===== config.mk =====
export PLATFORM = sky130hd
export DESIGN_NAME = nasti_word_write_sink
export DESIGN_NICKNAME = d
export VERILOG_FILES = /design/src/rtl/nasti_pkg.sv /design/src/rtl/nasti_write_beat_packer.sv /design/src/rtl/nasti_word_write_sink.sv
export SDC_FILE = /design/constraint.sdc
export NUM_CORES = 1
export LEC_CHECK = 0
export ABC_AREA = 1
export BUFFER_PORTS_ARGS = -buffer_cell sky130_fd_sc_hd__buf_2
export CAP_MARGIN = 10
export CORE_MARGIN = 4
export CORE_UTILIZATION = 40
export CTS_BUF_LIST = sky130_fd_sc_hd__clkbuf_2
export DETAILED_ROUTE_END_ITERATION = 7
export MAX_ROUTING_LAYER = met4
export PLACE_DENSITY_LB_ADDON = 0.15
export SYNTH_ARGS = -nofsm -noshare
export SYNTH_HDL_FRONTEND = slang
export SYNTH_SLANG_ARGS = --single-unit

===== constraint.sdc =====
create_clock -name clk_i -period 1.78 [get_ports clk_i]
set_clock_uncertainty 0.1 [all_clocks]
set_input_delay 0.089 -clock clk_i [delete_from_list [all_inputs] [get_ports clk_i]]
set_output_delay 0.089 -clock clk_i [all_outputs]
set_load 0.02 [all_outputs]

===== src/rtl/nasti_pkg.sv =====
// Shared definitions for the NASTI write sink and its beat packer.
//
// Contents:
//   resp_e          - B channel response codes (OKAY, SLVERR)
//   burst_e         - AW burst encodings (FIXED, INCR, WRAP)
//   state_e         - write sink transaction states
//   laneWidth()     - width of a beat-lane index for a given beats-per-word,
//                     never narrower than one bit so a single-lane word still
//                     gets a legal vector
package nasti_pkg;

  typedef enum logic [1:0] {
    RESP_OKAY   = 2'b00,
    RESP_SLVERR = 2'b10
  } resp_e;

  typedef enum logic [1:0] {
    BURST_FIXED = 2'b00,
    BURST_INCR  = 2'b01,
    BURST_WRAP  = 2'b10
  } burst_e;

  typedef enum logic [1:0] {
    ST_IDLE,
    ST_DATA,
    ST_MEM,
    ST_RESP
  } state_e;

  function automatic int laneWidth(input int beats);
    return (beats > 1) ? $clog2(beats) : 1;
  endfunction

endpackage


===== src/rtl/nasti_write_beat_packer.sv =====
// Collects narrow NASTI W beats into one memory-side word.
//
// Each accepted beat lands in lane (lane0 + beat offset); its strobes are
// OR-ed into that lane's byte enables so unwritten lanes keep strobe 0.
// The assembled word and byte enables are presented combinationally.
//
// Ports:
//   clk_i, rstn_i   - clock, asynchronous active-low reset
//   clear_i         - start of a new burst: drop all collected strobes
//   wr_en_i         - write the current beat into its lane
//   lane0_i         - lane of the first beat of the burst
//   laneOffset_i    - beat index within the burst (low bits of the count)
//   data_i, strb_i  - beat data and byte strobes
//   word_data_o     - assembled word
//   word_strb_o     - assembled byte enables
module nasti_write_beat_packer
  import nasti_pkg::*;
#(
  parameter int NASTI_DATA_WIDTH = 8,
  parameter int WORD_WIDTH       = 32,
  localparam int BEATS           = WORD_WIDTH / NASTI_DATA_WIDTH,
  localparam int LANE_W          = laneWidth(BEATS),
  localparam int STRB_W          = NASTI_DATA_WIDTH / 8
) (
  input  logic                        clk_i,
  input  logic                        rstn_i,
  input  logic                        clear_i,
  input  logic                        wr_en_i,
  input  logic [LANE_W-1:0]           lane0_i,
  input  logic [LANE_W-1:0]           laneOffset_i,
  input  logic [NASTI_DATA_WIDTH-1:0] data_i,
  input  logic [STRB_W-1:0]           strb_i,
  output logic [WORD_WIDTH-1:0]       word_data_o,
  output logic [WORD_WIDTH/8-1:0]     word_strb_o
);

  logic [BEATS-1:0][NASTI_DATA_WIDTH-1:0] data_q;
  logic [BEATS-1:0][STRB_W-1:0]           strb_q;
  logic [LANE_W-1:0]                      lane;

  // The target lane wraps naturally in LANE_W bits; the top only allows
  // bursts whose lanes all fit inside one word, so no wrap ever happens
  // on a beat that is actually written.
  assign lane = lane0_i + laneOffset_i;

  // Lane buffer: strobes are cleared at the start of each burst so stale
  // byte enables from an earlier transaction can never leak into memory.
  // Data of an unstrobed lane is don't-care and is left alone.
  always_ff @(posedge clk_i or negedge rstn_i) begin
    if (!rstn_i) begin
      data_q <= '0;
      strb_q <= '0;
    end else if (clear_i) begin
      strb_q <= '0;
    end else if (wr_en_i) begin
      for (int l = 0; l < BEATS; l++) begin
        if (lane == LANE_W'(l)) begin
          data_q[l] <= data_i;
          strb_q[l] <= strb_q[l] | strb_i;
        end
      end
    end
  end

  assign word_data_o = data_q;
  assign word_strb_o = strb_q;

endmodule


===== src/rtl/nasti_word_write_sink.sv =====
// NASTI write-channel consumer that turns one narrow INCR burst into one
// word-wide write on a req/gnt memory port, then answers on B.
//
// One transaction is in flight at a time: AW is only accepted in IDLE, so
// W beats can never run ahead of their address. Illegal bursts (wrong burst
// type or size, misaligned, or spilling past the word) are drained and
// answered with SLVERR without a memory access. A burst with no strobes set
// is answered OKAY, also without a memory access.
//
// Ports:
//   clk_i, rstn_i              - clock, asynchronous active-low reset
//   nasti_aw_*_i / _o          - write address channel (id/addr/len/size/burst/user)
//   nasti_w_*_i / _o           - write data channel (data/strb/last/user)
//   nasti_b_*_o / _i           - write response channel (id/resp/user)
//   mem_req_o                  - word write request, held until granted
//   mem_addr_o                 - word-aligned address
//   mem_wdata_o, mem_wstrb_o   - assembled word and byte enables
//   mem_gnt_i                  - request accepted this cycle
//   mem_err_i                  - sampled with mem_gnt_i, 1 = write failed
module nasti_word_write_sink
  import nasti_pkg::*;
#(
  parameter int ID_WIDTH         = 1,
  parameter int ADDR_WIDTH       = 8,
  parameter int NASTI_DATA_WIDTH = 8,
  parameter int WORD_WIDTH       = 32,
  parameter int USER_WIDTH       = 1
) (
  input  logic                          clk_i,
  input  logic                          rstn_i,

  input  logic [ID_WIDTH-1:0]           nasti_aw_id_i,
  input  logic [ADDR_WIDTH-1:0]         nasti_aw_addr_i,
  input  logic [7:0]                    nasti_aw_len_i,
  input  logic [2:0]                    nasti_aw_size_i,
  input  logic [1:0]                    nasti_aw_burst_i,
  input  logic [USER_WIDTH-1:0]         nasti_aw_user_i,
  input  logic                          nasti_aw_valid_i,
  output logic                          nasti_aw_ready_o,

  input  logic [NASTI_DATA_WIDTH-1:0]   nasti_w_data_i,
  input  logic [NASTI_DATA_WIDTH/8-1:0] nasti_w_strb_i,
  input  logic                          nasti_w_last_i,
  input  logic [USER_WIDTH-1:0]         nasti_w_user_i,
  input  logic                          nasti_w_valid_i,
  output logic                          nasti_w_ready_o,

  output logic [ID_WIDTH-1:0]           nasti_b_id_o,
  output logic [1:0]                    nasti_b_resp_o,
  output logic [USER_WIDTH-1:0]         nasti_b_user_o,
  output logic                          nasti_b_valid_o,
  input  logic                          nasti_b_ready_i,

  output logic                          mem_req_o,
  output logic [ADDR_WIDTH-1:0]         mem_addr_o,
  output logic [WORD_WIDTH-1:0]         mem_wdata_o,
  output logic [WORD_WIDTH/8-1:0]       mem_wstrb_o,
  input  logic                          mem_gnt_i,
  input  logic                          mem_err_i
);

  localparam int BEATS    = WORD_WIDTH / NASTI_DATA_WIDTH;
  localparam int BSZ      = $clog2(NASTI_DATA_WIDTH / 8);
  localparam int WORD_LSB = $clog2(WORD_WIDTH / 8);
  localparam int LANE_W   = laneWidth(BEATS);

  localparam logic [ADDR_WIDTH-1:0] SUB_MASK  = ADDR_WIDTH'((1 << BSZ) - 1);
  localparam logic [ADDR_WIDTH-1:0] WORD_MASK = ADDR_WIDTH'((1 << WORD_LSB) - 1);

  state_e                  state_q;
  logic [ID_WIDTH-1:0]     id_q;
  logic [USER_WIDTH-1:0]   user_q;
  logic [ADDR_WIDTH-1:0]   addr_q;
  logic [LANE_W-1:0]       lane0_q;
  logic [7:0]              len_q;
  logic [7:0]              cnt_q;
  logic                    err_q;
  resp_e                   resp_q;
  logic                    awReady_q;
  logic                    wReady_q;
  logic                    bValid_q;
  logic                    memReq_q;

  logic                    awFire;
  logic [LANE_W-1:0]       awLane0;
  logic [9:0]              awSpan;
  logic                    awErr;
  logic                    beatFire;
  logic                    beatOverrun;
  logic                    beatWrite;
  logic                    err_d;
  logic [7:0]              cnt_d;
  logic                    anyStrb_d;
  logic [WORD_WIDTH-1:0]   wordData;
  logic [WORD_WIDTH/8-1:0] wordStrb;

  // The W user field has no meaning for a word write; it is accepted and
  // dropped.
  logic unused_wUser;
  assign unused_wUser = ^nasti_w_user_i;

  // AW decode: lane of the first beat and legality of the whole burst.
  // The span check uses a wide sum so len=255 cannot wrap into a small value.
  always_comb begin
    awLane0 = '0;
    if (BEATS > 1) awLane0 = LANE_W'(nasti_aw_addr_i >> BSZ);
    awSpan = 10'(awLane0) + 10'(nasti_aw_len_i) + 10'd1;
    awErr  = (nasti_aw_burst_i != BURST_INCR)
           | (nasti_aw_size_i != 3'(BSZ))
           | (awSpan > 10'(BEATS))
           | ((nasti_aw_addr_i & SUB_MASK) != '0);
  end

  assign awFire = awReady_q & nasti_aw_valid_i;

  // W beat decode: a beat beyond len, or a last beat at the wrong count,
  // poisons the transaction. Once poisoned, nothing more is written but
  // beats keep being drained until w_last.
  always_comb begin
    beatFire    = wReady_q & nasti_w_valid_i;
    beatOverrun = cnt_q > len_q;
    beatWrite   = beatFire & ~err_q & ~beatOverrun;
    err_d       = err_q | (beatFire & (beatOverrun |
                                       (nasti_w_last_i & (cnt_q != len_q))));
    cnt_d       = (cnt_q == 8'hFF) ? cnt_q : cnt_q + 8'd1;
    anyStrb_d   = (|wordStrb) | (beatWrite & (|nasti_w_strb_i));
  end

  nasti_write_beat_packer #(
    .NASTI_DATA_WIDTH (NASTI_DATA_WIDTH),
    .WORD_WIDTH       (WORD_WIDTH)
  ) u_packer (
    .clk_i        (clk_i),
    .rstn_i       (rstn_i),
    .clear_i      (awFire),
    .wr_en_i      (beatWrite),
    .lane0_i      (lane0_q),
    .laneOffset_i (cnt_q[LANE_W-1:0]),
    .data_i       (nasti_w_data_i),
    .strb_i       (nasti_w_strb_i),
    .word_data_o  (wordData),
    .word_strb_o  (wordStrb)
  );

  // Transaction FSM with registered handshake outputs. Each ready/valid/req
  // flag is set on the edge that enters its state and cleared on the edge
  // that leaves it, so every output is a flop and stays stable while its
  // handshake is pending.
  always_ff @(posedge clk_i or negedge rstn_i) begin
    if (!rstn_i) begin
      state_q   <= ST_IDLE;
      id_q      <= '0;
      user_q    <= '0;
      addr_q    <= '0;
      lane0_q   <= '0;
      len_q     <= '0;
      cnt_q     <= '0;
      err_q     <= 1'b0;
      resp_q    <= RESP_OKAY;
      awReady_q <= 1'b1;
      wReady_q  <= 1'b0;
      bValid_q  <= 1'b0;
      memReq_q  <= 1'b0;
    end else begin
      unique case (state_q)
        ST_IDLE: begin
          if (awFire) begin
            id_q      <= nasti_aw_id_i;
            user_q    <= nasti_aw_user_i;
            addr_q    <= nasti_aw_addr_i & ~WORD_MASK;
            lane0_q   <= awLane0;
            len_q     <= nasti_aw_len_i;
            cnt_q     <= '0;
            err_q     <= awErr;
            awReady_q <= 1'b0;
            wReady_q  <= 1'b1;
            state_q   <= ST_DATA;
          end
        end
        ST_DATA: begin
          if (beatFire) begin
            cnt_q <= cnt_d;
            err_q <= err_d;
            if (nasti_w_last_i) begin
              wReady_q <= 1'b0;
              if (err_d) begin
                resp_q   <= RESP_SLVERR;
                bValid_q <= 1'b1;
                state_q  <= ST_RESP;
              end else if (!anyStrb_d) begin
                resp_q   <= RESP_OKAY;
                bValid_q <= 1'b1;
                state_q  <= ST_RESP;
              end else begin
                memReq_q <= 1'b1;
                state_q  <= ST_MEM;
              end
            end
          end
        end
        ST_MEM: begin
          if (mem_gnt_i) begin
            memReq_q <= 1'b0;
            resp_q   <= mem_err_i ? RESP_SLVERR : RESP_OKAY;
            bValid_q <= 1'b1;
            state_q  <= ST_RESP;
          end
        end
        ST_RESP: begin
          if (nasti_b_ready_i) begin
            bValid_q  <= 1'b0;
            awReady_q <= 1'b1;
            state_q   <= ST_IDLE;
          end
        end
        default: begin
          state_q <= ST_IDLE;
        end
      endcase
    end
  end

  assign nasti_aw_ready_o = awReady_q;
  assign nasti_w_ready_o  = wReady_q;
  assign nasti_b_valid_o  = bValid_q;
  assign nasti_b_id_o     = id_q;
  assign nasti_b_user_o   = user_q;
  assign nasti_b_resp_o   = resp_q;
  assign mem_req_o        = memReq_q;
  assign mem_addr_o       = addr_q;
  assign mem_wdata_o      = wordData;
  assign mem_wstrb_o      = wordStrb;

endmodule


# Word-level counts from Yosys, hierarchy flattened
# Cells that the tools add are included.
classes:
  n_reduce_logical: 30
  magnitude_cmp: 2
  eq_ne: 18
  bitwise_logic: 19
  n_addsub: 4
  muxes: 48
op_table:
  columns: ["operator", "n"]
  rows:
  - ["$mux W1", 24]
  - ["$mux W8", 3]
  - ["$mux W2", 11]
  - ["$reduce_and A3 Y1", 6]
  - ["$ne A2 B2 Y1 const B", 8]
  - ["$pmux W8 S2", 1]
  - ["$reduce_bool A2 Y1", 8]
  - ["$reduce_and A6 Y1", 2]
  - ["$add A9 B1 Y10 const B", 1]
  - ["$gt A10 B3 Y1 const B", 1]
  - ["$reduce_and A2 Y1", 5]
  - ["$reduce_and A5 Y1", 2]
  - ["$add A2 B8 Y9", 1]
  - ["$or A1 B1 Y1", 9]
  - ["$add A8 B1 Y8 const B", 1]
  - ["$eq A2 B2 Y1 const B", 4]
  - ["$eq A8 B8 Y1 const B", 1]
  - ["$gt A8 B8 Y1", 1]
  - ["$mux W4", 2]
  - ["$ne A8 B8 Y1", 1]
  - ["$pmux W1 S2", 4]
  - ["$pmux W2 S4", 1]
  - ["$reduce_and A4 Y1", 2]
  - ["$and A1 B1 Y1", 7]
  - ["other kinds (10)", 15]
totals:
  wordCells: 142
  reg_bits: 71
  inputBits: 41
  out_inout_bits: 52

# Depth between registers and ports, before layout
# Gate-level depths: netlist (run 1).
depth:
  depth_word: 10
  mapped_depth: 16
  depth_no_buf: 16

# Cells and area by module
# From an unflattened synthesis (run 1), not the netlist that was laid out.
unflattened:
  hier_cells: 452
  hier_area_um2: 3862.5
by_module_without_submodules:
  columns: ["module", "area_per_inst_um2", "seq_area_each_um2", "instances", "cells_each"]
  rows:
  - ["nasti_word_write_sink", 2069.5, 852.1, 1, 261]
  - ["nasti_write_beat_packer", 1793.0, 900.9, 1, 191]

# Least setup slack after synthesis (run 1)
# Ideal clock, no wire load.
synth_timing:
  path_kind: "reg2reg"
  from: "reg cnt_q[5]"
  to: "reg u_packer.data_q, in the netlist u_packer.word_data_o[30]"
  t_arrival_ns: 1.655
  setup_slack_ns: -0.099
  n_path_buf: 1
  setup_time_ns: 0.124
  synth_period_minus_slack_ns: 1.879
  path_stages_with_launch: 13
  required_ns: 1.556
  cell_sequence: "dfrtp_1 ha_1 a21oi_1 nor2_1 nor2_1 nand2_1 nand2_1 nand2_2 inv_4 nand3_4 buf_2 nand2_1 o21ai_1"
synth_via:
  elab_chain_len: 4
synth_rtl:
  columns: ["element", "line", "rtl"]
  rows:
  - ["start: declaration", "nasti_word_write_sink.sv:76", "logic [7:0] cnt_q;"]
  - ["start signal: assignment", "nasti_word_write_sink.sv:182", "cnt_q <= cnt_d;"]
  - ["$gt A8 B8 Y1", "nasti_word_write_sink.sv:121", "beatOverrun = cnt_q > len_q;"]
  - ["$not A1 Y1", "nasti_word_write_sink.sv:122", "beatWrite = beatFire & ~err_q & ~beatOverrun;"]
  - ["$and A1 B1 Y1", "nasti_word_write_sink.sv:122", null]
  - ["$reduce_and A3 Y1 (no line)", null, null]
  - ["end signal: indexed assignment", "nasti_write_beat_packer.sv:58", "data_q[l] <= data_i;"]
  - ["end: declaration", "nasti_write_beat_packer.sv:37", "logic [BEATS-1:0][NASTI_DATA_WIDTH-1:0] data_q;"]
# Every way passes these cells.
# A chain may end at the register's enable or synchronous reset.

# Worst setup path in the final report (run 1)
layout_timing:
  from: "reg len_q[7]"
  to: "reg u_packer.data_q, in the netlist u_packer.word_data_o[9]"
layout_via:
  elab_chain_len: 4
layout_rtl:
  columns: ["element", "line", "rtl"]
  rows:
  - ["start: declaration", "nasti_word_write_sink.sv:75", "logic [7:0] len_q;"]
  - ["start signal: assignment", "nasti_word_write_sink.sv:172", "len_q <= nasti_aw_len_i;"]
  - ["$gt A8 B8 Y1", "nasti_word_write_sink.sv:121", null]
  - ["$not A1 Y1", "nasti_word_write_sink.sv:122", null]
  - ["$and A1 B1 Y1", "nasti_word_write_sink.sv:122", null]
  - ["$reduce_and A3 Y1 (no line)", null, null]
# Every way passes these cells.

==> impl_metrics.ini, run 1 <==
[floorplan]
start_util_pct = 42.0
dieArea_mm2 = 0.0104
row_count = 33
core_mm2 = 0.00838
die_w_um = 102
io-pin-count = 93
die_y_um = 102

[global_route]
grt_first_pass_wirelength_um = 15000
grt_max_degree = 56
grt_usage_pct = 19.0
grt-ovfl-total = 0
grt_pass1_vias = 3221
antenna_found_initial = 0

[logic_synthesis]
synth_edf_count = 0
synth_top_area_cell = dfrtp_1
netlist_area_mm2 = 0.00352
synth_area_per_cell_um2 = 8.79
async_reset_ff_share_pct = 100
yosysUniqueCellTypes = 37
yosys_register_bits = 70
ys_top_cells_by_area = dfrtp_1 (49%), nand2_1 (12%), ha_1 (5.7%)
syn_inst = 401
yosysSeqAreaShare_pct = 49.8
yosysWarningCount = 0
synth_top_cell_area_share_pct = 49.0
synth_ff_type = dfrtp_1

[sta]
finalWorstSetupSlack_ns = -0.109
worst_slew_pin_slew_ns = 0.674
slew_violations = 0
relSlewSlack_pct = 54.9
holdWs_ns = 0.107
layout_min_cycle_time_ns = 1.89
clock.fmax_mhz = 529
finalSetupViolCount = 34
finalHoldViolations = 0
grt_setup_unrepaired = yes
period_share_pct = 106

[worst_setup_path]
worst-path-stages = 11
cp-endpoint = u_packer.word_data_o[9]$_DFFE_PN0P_
start_kind = flip-flop
cpMaxStageDelayCell = dfrtp_1
crit_family = simple AND/OR/NAND/NOR gates
cp-end-kind = flip-flop
critPathLaunch = len_q[7]$_DFFE_PN0P_
r2r_end = u_packer.word_data_o[9]$_DFFE_PN0P_
max_stage_delay_ns = 0.42
rrSetupSlack_ns = -0.11
r2r_start = len_q[7]$_DFFE_PN0P_
crit_chain = inv_2, ha_4, a21o_1, nor2_2, nand2_1, nand2_2, nand2_4, clkinv_8, nand3_4, nand2_2, o21ai_2
path_class = flip-flop to flip-flop
critPathRequiredTime_ns = 2.12
crit_top_cell = nand2_2
path_buf_inv = 2
worstPathArrival_ns = 2.23
crit_fanout = 8
r2r_cells = 11

[finish]
drive_gt1_share_pct = 44.2
diodes = 0
final_area_mm2 = 0.00529
final_common_cell = buf_2
syn_to_final_growth_pct = 50.0
nNetsFinal = 630
layout_common_cells = buf_2 (88), nand2_1 (85), dfrtp_1 (69), inv_1 (40), dlygate4sd3_1 (38)
instances_no_fill = 682

[job]
max_cap_viol_count = 0

[placement]
place_inst = 617
gp_congestion = 0.864
dpl_cell_area_mm2 = 0.00430
io_buffers = 88
detailed_place_hpwl_um = 6230

[outcome]
violations = negative setup slack
status = complete, but fails checks

[worst_hold_path]
hold_path_class = input pin to flip-flop
whs_path_depth = 7
hold_start = mem_gnt_i

[pwr]
swShare_pct = 46.6
p_sw_uw = 3820
pwr-share-comb_pct = 58.1
power_uw = 8190
power.density_mw_per_mm2 = 1550
p_leak_uw = 0.00268
p_clk_share_pct = 10.2
vdd_drop_max_v = 0.000808
p_seq_share_pct = 31.7
p_int_uw = 4380

[route]
post_drt_wl_per_cell_um = 13.7
viasPerCell = 4.77
vias = 3250
wl_um = 9370
final_antenna_net_count = 0
drc = 0
drt-pass1-iter-count = 4
drt_iter0_markers = 105

[clocking]
clk_pin_slew_ns = 0.21
numCtsBuffers = 9
insertion_delay_ns = 0.52
clockRootBuffer = clkbuf_2
cts_tree = yes
clock-sinks = 70
cts_max_level = 3
clk_path_buf_depth = 2
[through the flow]
stage	utilization [%]	TNS, ns	worst slack (ns)
after floorplan	-	-1.11	-0.0782
after CTS	59.0	-3.29	-0.129
after global placement	51.3	-5.43	-0.184
after detailed placement	51.3	-8.13	-0.269
after global routing	63.1	-5.92	-0.199
final	63.1	-2.10	-0.109
[state kept, by name, indices dropped and copies added, names as in the netlist]
| register | flops |
|---|---|
| cnt_q | 8 |
| err_q | 1 |
| nasti_b_valid_o | 1 |
| state_q | 2 |
| nasti_b_id_o | 1 |
| nasti_b_user_o | 1 |
| mem_req_o | 1 |
| mem_addr_o | 6 |
| nasti_w_ready_o | 1 |
| u_packer.word_data_o | 32 |
| len_q | 8 |
| lane0_q | 2 |
| u_packer.word_strb_o | 4 |
| nasti_aw_ready_o | 1 |
| nasti_b_resp_o | 1 |
[kinds of logic (layout without fill, tap and decap cells)]
| kind of cell | Yosys count | in the layout | synth area share (%) |
|---|---|---|---|
| AOI/OAI and AO/OA | 69 | 69 | 11.9 |
| other | 1 | 3 | 0.106 |
| buffers and inverters | 64 | 234 | 7.74 |
| and+or+nand+nor | 175 | 179 | 23.0 |
| adders and majority gates | 17 | 17 | 6.25 |
| xor gates and xnor gates | 5 | 5 | 1.24 |
| DFF | 70 | 70 | 49.8 |
[Yosys cell counts, types with 4 or more instances]
master	n
ha_1	16
dfrtp_1	69
o21ai_1	18
nand4_1	6
nor2_1	17
a21oi_1	12
inv_1	50
nand3_4	4
xor2_1	4
o21ai_0	16
o21ai_2	16
nand2_2	6
nand2_1	113
nand3_1	16
[worst register-to-register path: stages, from the launching register on]
cell and delay (ns):
dfrtp_1 0.42, inv_2 0.08, ha_4 0.21, a21o_1 0.16
nor2_2 0.15, nand2_1 0.09, nand2_2 0.09, nand2_4 0.08
clkinv_8 0.11, nand3_4 0.16, nand2_2 0.12, o21ai_2 0.05
[power groups by stage]
| stage | Sequential, µW | Combinational [µW] | Clock (µW) |
|---|---|---|---|
| 6_report | 2600 | 4760 | 836 |
| 5_1_grt | 2670 | 5260 | 931 |
| 4_1_cts | 2540 | 4090 | 873 |
| 3_5_place_dp | 2560 | 3740 | 0 |
| 3_3_place_gp | 2550 | 3660 | 0 |
| 2_1_floorplan | 3040 | 1840 | 0 |
[how the worst min path moves through the flow]
stage	to	slack, ns
final	nasti_b_resp_o[1]$_DFFE_PN0P_	0.11
after floorplan	cnt_q[0]$_DFFE_PN0P_	-0.31
after detailed placement	len_q[5]$_DFFE_PN0P_	-0.06
after CTS	nasti_b_resp_o[1]$_DFFE_PN0P_	0.08
after global placement	len_q[6]$_DFFE_PN0P_	-0.06
after global routing	nasti_b_id_o$_DFFE_PN0P_	0.14
[layer usage]
metal / share of wire (%) / global-route usage, %
met1: 43 / 23.3
met2: 51 / 32.1
met3: 4.0 / 4.30
met4: 1.5 / 4.74
met5: 0 / -
[what timing repair did]
item	in CTS	in global routing
hold buffers	38	0
pin swaps	7	27
endpoints found under the hold margin	132	0
setup endpoints to repair	43	61
buffers inserted	2	5
gates resized for setup	29	71
cloned	4	0
[cell type report]
cell class                      count  area [µm²]
Multi-Input combinational cell    273        1910
Timing Repair Buffer              165        1170
Sequential cell                    70        1750
Fill cell                         721        3100
Tap cell                          105         131
Clock buffer                        9        45.0
Clock inverter                      7        56.3
Inverter                           53         220
Power figures use the tool's default switching activity.
==> run 2: changes to the inputs <==
Settings changed: BUFFER_PORTS_ARGS -buffer_cell sky130_fd_sc_hd__buf_2 to -buffer_cell sky130_fd_sc_hd__buf_4, SKIP_LAST_GASP from default to 1.
==> impl_metrics.ini, run 2 (synthesis gave the netlist of run 1 again) <==
[worst_setup_path]
worstPathArrival_ns = 2.26
critPathRequiredTime_ns = 2.13
rrSetupSlack_ns = -0.13
r2r_start = cnt_q[5]$_DFFE_PN0P_
r2r_cells = 13
cp-end-kind = flip-flop
cp-endpoint = nasti_b_resp_o[1]$_DFFE_PN0P_
start_kind = flip-flop
critPathLaunch = cnt_q[5]$_DFFE_PN0P_
path_class = flip-flop to flip-flop
r2r_end = nasti_b_resp_o[1]$_DFFE_PN0P_
crit_fanout = 3

[finish]
final_area_mm2 = 0.00547
layout_common_cells = buf_4 (133), nand2_1 (88), dfrtp_1 (69), inv_1 (43), dlygate4sd3_1 (35)
drive_gt1_share_pct = 43.3
largest_register_ff_count = 32
seq_area_mm2 = 0.00175
nNetsFinal = 637
fill_cells = 716
final_common_cell = buf_4
instances_no_fill = 689
syn_to_final_growth_pct = 55.1
fin_util_pct = 65.2
diodes = 0
multi_input_area_mm2 = 0.00185

[global_route]
met2_usage_pct = 31.9
grt-ovfl-total = 0
antenna_found_initial = 0
grt_usage_pct = 19.5
grt_first_pass_wirelength_um = 15400
use_met3_pct = 4.57
grt_max_degree = 37
grt_pass1_vias = 3287
met1_usage_pct = 24.9
grt_busiest_layer = met2

[pwr]
vdd_drop_max_v = 0.00102
power.density_mw_per_mm2 = 1540
p_leak_uw = 0.00276

[clocking]
insertion_delay_ns = 0.51
clockRootBuffer = clkbuf_2
clock-sinks = 70
numCtsBuffers = 9
cts_tree = yes
cts_max_level = 3
clk_pin_slew_ns = 0.19
clk_path_buf_depth = 2

[route]
drc = 0
drt-pass1-iter-count = 4
post_drt_wl_per_cell_um = 14.1
drt_iter0_markers = 76
final_antenna_net_count = 0
wl_um = 9720
viasPerCell = 4.84
vias = 3338

[floorplan]
core_mm2 = 0.00838
die_w_um = 102
start_util_pct = 42.0
io-pin-count = 93
row_count = 33
die_y_um = 102
dieArea_mm2 = 0.0104

[placement]
place_inst = 617
detailed_place_hpwl_um = 6450
io_buffers = 88
gp_congestion = 0.818
dpl_cell_area_mm2 = 0.00450

[sta]
finalSetupViolCount = 41
clock.fmax_mhz = 523
layout_min_cycle_time_ns = 1.91
finalWorstSetupSlack_ns = -0.132
slew_violations = 0
relSlewSlack_pct = 65.8
finalHoldViolations = 0
grt_setup_unrepaired = yes
period_share_pct = 107
worst_slew_pin_slew_ns = 0.509

[job]
max_cap_viol_count = 0

[outcome]
status = complete, but fails checks
violations = negative setup slack

[worst_hold_path]
hold_path_class = input pin to flip-flop
## run 2: cell types whose count changed in the layout (fill, tap and decap cells not counted), sizes merged
cell         previous run  this run
clkinvlp                2         3
inv                    53        51
buf                   127       137
clkinv                  5         4
dlygate4sd3            38        35
bufinv                  0         1
clkbuf                  9        10
## run 2: critical path: stages (launching register included)
cell     delay, ns
dfrtp_1       0.45
ha_4          0.29
nand2_1       0.07
nor2_2        0.15
nand2_1       0.10
buf_4         0.14
nand3_1       0.05
nand2_1       0.06
nand2_2       0.11
buf_4         0.12
nand2_1       0.04
nand2_1       0.05
nand3_1       0.07
nand2_1       0.07
## run 2: through the flow
stage	worst slack (ns)	setup TNS, ns	total power (µW)	hold WS (ns)
global placement	-0.179	-5.16	6440	-0.00601
global route	-0.277	-9.85	9090	0.0130
floorplan	-0.0782	-1.11	4870	-0.307
CTS	-0.158	-4.17	7880	0.00443
finish	-0.132	-4.05	8440	0.0407
detailed placement	-0.234	-6.64	6540	-0.00203
## run 2: worst min path at each step
stage / start / end / slack [ns] / depth (start not counted)
global placement: rstn_i / len_q[7]$_DFFE_PN0P_ / -0.006 / 1
detailed placement: rstn_i / len_q[7]$_DFFE_PN0P_ / -0.002 / 1
CTS: nasti_aw_size_i[2] / err_q$_DFFE_PN0P_ / 0.004 / 7
global route: nasti_aw_size_i[2] / err_q$_DFFE_PN0P_ / 0.01 / 7
finish: nasti_aw_size_i[2] / err_q$_DFFE_PN0P_ / 0.04 / 7
floorplan: rstn_i / cnt_q[0]$_DFFE_PN0P_ / -0.31 / 0
## run 2: report_power, final
group	internal, µW	switching, µW	leakage (µW)
Clock	325	597	0.0000656
Combinational	2190	2740	0.00178
Sequential	2190	398	0.000914
Total	4700	3740	0.00276
## run 2: layout make-up
class	count	area share, %
Inverter	53	3.98
Clock inverter	6	1.14
Timing Repair Buffer	172	25.7
Sequential cell	70	32.1
Tap cell	105	2.40
Multi-Input combinational cell	273	33.8
Clock buffer	10	0.916
## run 2: timing repair
item	CTS	global route
hold endpoints to repair	132	0
endpoints found under the setup margin	43	61
cloned	4	0
pin swaps	4	28
resized for setup	32	54
hold buffers	35	0
buffers inserted	7	10
## run 2: routing by layer
metal	wire length (µm)	share of wire (%)
met2	4890	50
met1	4330	45
met5	0	0
met3	415	4.3
met4	80	0.82
==> run 3: changes to the inputs <==
Settings changed: SYNTH_HIERARCHICAL from default to 1.
Clock period 1.78 ns to 1.9 ns, I/O delays scaled along.
==> impl_metrics.ini, run 3 <==
[outcome]
status = complete, but fails checks
violations = negative setup slack

[worst_hold_path]
hold_start = mem_gnt_i
min_to = state_q[0]$_DFFE_PN0P_
whs_path_depth = 7
hold_path_class = input pin to flip-flop

[sta]
relSlewSlack_pct = 65.8
clock.fmax_mhz = 463
period_share_pct = 114
slew_violations = 0
finalWorstSetupSlack_ns = -0.261
grt_setup_unrepaired = yes
layout_min_cycle_time_ns = 2.16
finalHoldViolations = 0
finalSetupViolCount = 40
worst_slew_pin_slew_ns = 0.508

[finish]
diodes = 0
layout_common_cells = nand2_1 (151), buf_4 (130), dfrtp_1 (69), nand4_1 (43), dlygate4sd3_1 (36)
nNetsFinal = 681
multi_input_area_mm2 = 0.00191
fill_cells = 792
fin_util_pct = 60.7
instances_no_fill = 757
largest_register_ff_count = 32
drive_gt1_share_pct = 34.2
syn_to_final_growth_pct = 46.7
seq_area_mm2 = 0.00175
final_area_mm2 = 0.00567
final_common_cell = nand2_1

[job]
max_cap_viol_count = 0

[route]
drt_iter0_markers = 149
drc = 0
final_antenna_net_count = 0
vias = 3627
post_drt_wl_per_cell_um = 14.4
drt-pass1-iter-count = 4
wl_um = 10900
viasPerCell = 4.79

[logic_synthesis]
syn_inst = 452
yosys_register_bits = 70
yosysSeqAreaShare_pct = 45.4
yosysUniqueCellTypes = 43
async_reset_ff_share_pct = 100
synth_top_area_cell = dfrtp_1
ys_top_cells_by_area = dfrtp_1 (45%), nand2_1 (15%), nand4_1 (7.0%)
synth_area_per_cell_um2 = 8.55
synth_top_cell_area_share_pct = 44.7
yosysWarningCount = 6
yosysMostFrequentCell = nand2_1
synth_edf_count = 0
netlist_area_mm2 = 0.00386
yosys-top-cells-count = nand2_1 (158), dfrtp_1 (69), nand4_1 (43), inv_1 (40)
synth_ff_type = dfrtp_1

[placement]
detailed_place_hpwl_um = 7640
place_inst = 696
dpl_cell_area_mm2 = 0.00491
io_buffers = 88
pre_cts_slack_ns = -0.332
gp_congestion = 0.865

[clocking]
clk_path_buf_depth = 2
clockRootBuffer = clkbuf_2
cts_tree = yes
insertion_delay_ns = 0.50
numCtsBuffers = 9
clock-sinks = 70
cts_max_level = 3
clk_pin_slew_ns = 0.24

[global_route]
grt_first_pass_wirelength_um = 18500
antenna_found_initial = 0
grt_busiest_layer = met2
met1_usage_pct = 28.0
grt_pass1_vias = 3724
grt_usage_pct = 21.1
grt-ovfl-total = 0
met2_usage_pct = 32.9
grt_max_degree = 40
use_met3_pct = 4.07

[floorplan]
row_count = 35
die_w_um = 106
dieArea_mm2 = 0.0113
core_mm2 = 0.00933
die_y_um = 106
start_util_pct = 41.4
io-pin-count = 93

[worst_setup_path]
critPathRequiredTime_ns = 2.21
worstPathArrival_ns = 2.47
path_class = flip-flop to flip-flop
r2r_start = cnt_q[2]$_DFFE_PN0P_
crit_fanout = 8
cp-end-kind = flip-flop
start_kind = flip-flop
rrSetupSlack_ns = -0.26
r2r_end = u_packer/word_data_o[7]$_DFFE_PN0P_
r2r_cells = 14

[pwr]
vdd_drop_max_v = 0.000721
power.density_mw_per_mm2 = 1470
p_leak_uw = 0.00299
power_uw = 8310
run 3: cell count changes in the layout (fill, tap and decap cells not counted), sizes merged, moves of 6 or more:
cell,previous run,this run
a21oi,12,6
nand2,120,167
nand3,24,14
nand4,6,48
o21ai,50,21
run 3: where the power goes:
part,switching [µW],leakage [µW],internal (µW)
sequential,361,0.000914,2070
clock,590,0.0000965,575
combinational,2780,0.00198,1930
run 3: metal layers:
layer	up-vias	wire length, µm
met5	-	0
met4	0	146
met3	12	660
met2	110	5230
met1	1677	4840
li1	1828	-
run 3: cell families after synthesis:
| logic type | Yosys count | synth area share (%) |
|---|---|---|
| AOI/OAI and AO/OA | 34 | 5.02 |
| xor gates and xnor gates | 4 | 0.907 |
| adders and majority gates | 17 | 5.70 |
| buffers and inverters | 65 | 8.49 |
| DFF | 70 | 45.4 |
| other | 1 | 0.0971 |
| and+or+nand+nor | 261 | 34.4 |
run 3: layout make-up:
type	instances	share of cell area, %
clock buffer	9	0.795
clock inverter	7	2.14
inverter	48	3.31
multi-input combinational	319	33.7
sequential	70	30.9
tap	129	2.85
timing repair buffer	175	26.3
run 3: critical path: stages (launching register included):
cell and delay [ns]:
dfrtp_1 0.46, ha_1 0.29, nand2_1 0.07, inv_1 0.04, nand2_1 0.06, nand2_1 0.06
nand2_2 0.07, nand2_2 0.06, a21boi_2 0.17, inv_2 0.08, nor2_8 0.12, buf_6 0.15
nand4_4 0.15, nand2_1 0.12, nand2_1 0.06
run 3: worst max-delay path by stage:
stage                               startpoint                                   end  slack, ns  cells after the start
final                     cnt_q[2]$_DFFE_PN0P_   u_packer/word_data_o[7]$_DFFE_PN0P_      -0.26                     14
after global placement    len_q[5]$_DFFE_PN0P_  u_packer/word_data_o[14]$_DFFE_PN0P_      -0.29                     13
after detailed placement  len_q[5]$_DFFE_PN0P_  u_packer/word_data_o[10]$_DFFE_PN0P_      -0.33                     13
after global routing      cnt_q[6]$_DFFE_PN0P_   u_packer/word_data_o[7]$_DFFE_PN0P_      -0.38                     11
after CTS                 cnt_q[2]$_DFFE_PN0P_   u_packer/word_data_o[7]$_DFFE_PN0P_      -0.28                     14
after floorplan           cnt_q[5]$_DFFE_PN0P_   u_packer/word_data_o[0]$_DFFE_PN0P_      -0.20                     12
run 3: stage by stage:
step / hold slack [ns] / TNS (ns)
CTS: 0.121 / -8.84
global placement: -0.0338 / -9.12
detailed placement: -0.0296 / -10.27
finish: 0.173 / -7.72
global route: 0.166 / -13.25
floorplan: -0.301 / -5.42
run 3: what timing repair did:
| item | CTS | global route |
|---|---|---|
| gates resized for setup | 18 | 18 |
| cloned | 1 | 0 |
| pin swaps | 19 | 7 |
| buffers inserted | 5 | 2 |
| endpoints found under the hold margin | 131 | 0 |
| hold buffers | 37 | 0 |
| endpoints found under the setup margin | 39 | 51 |
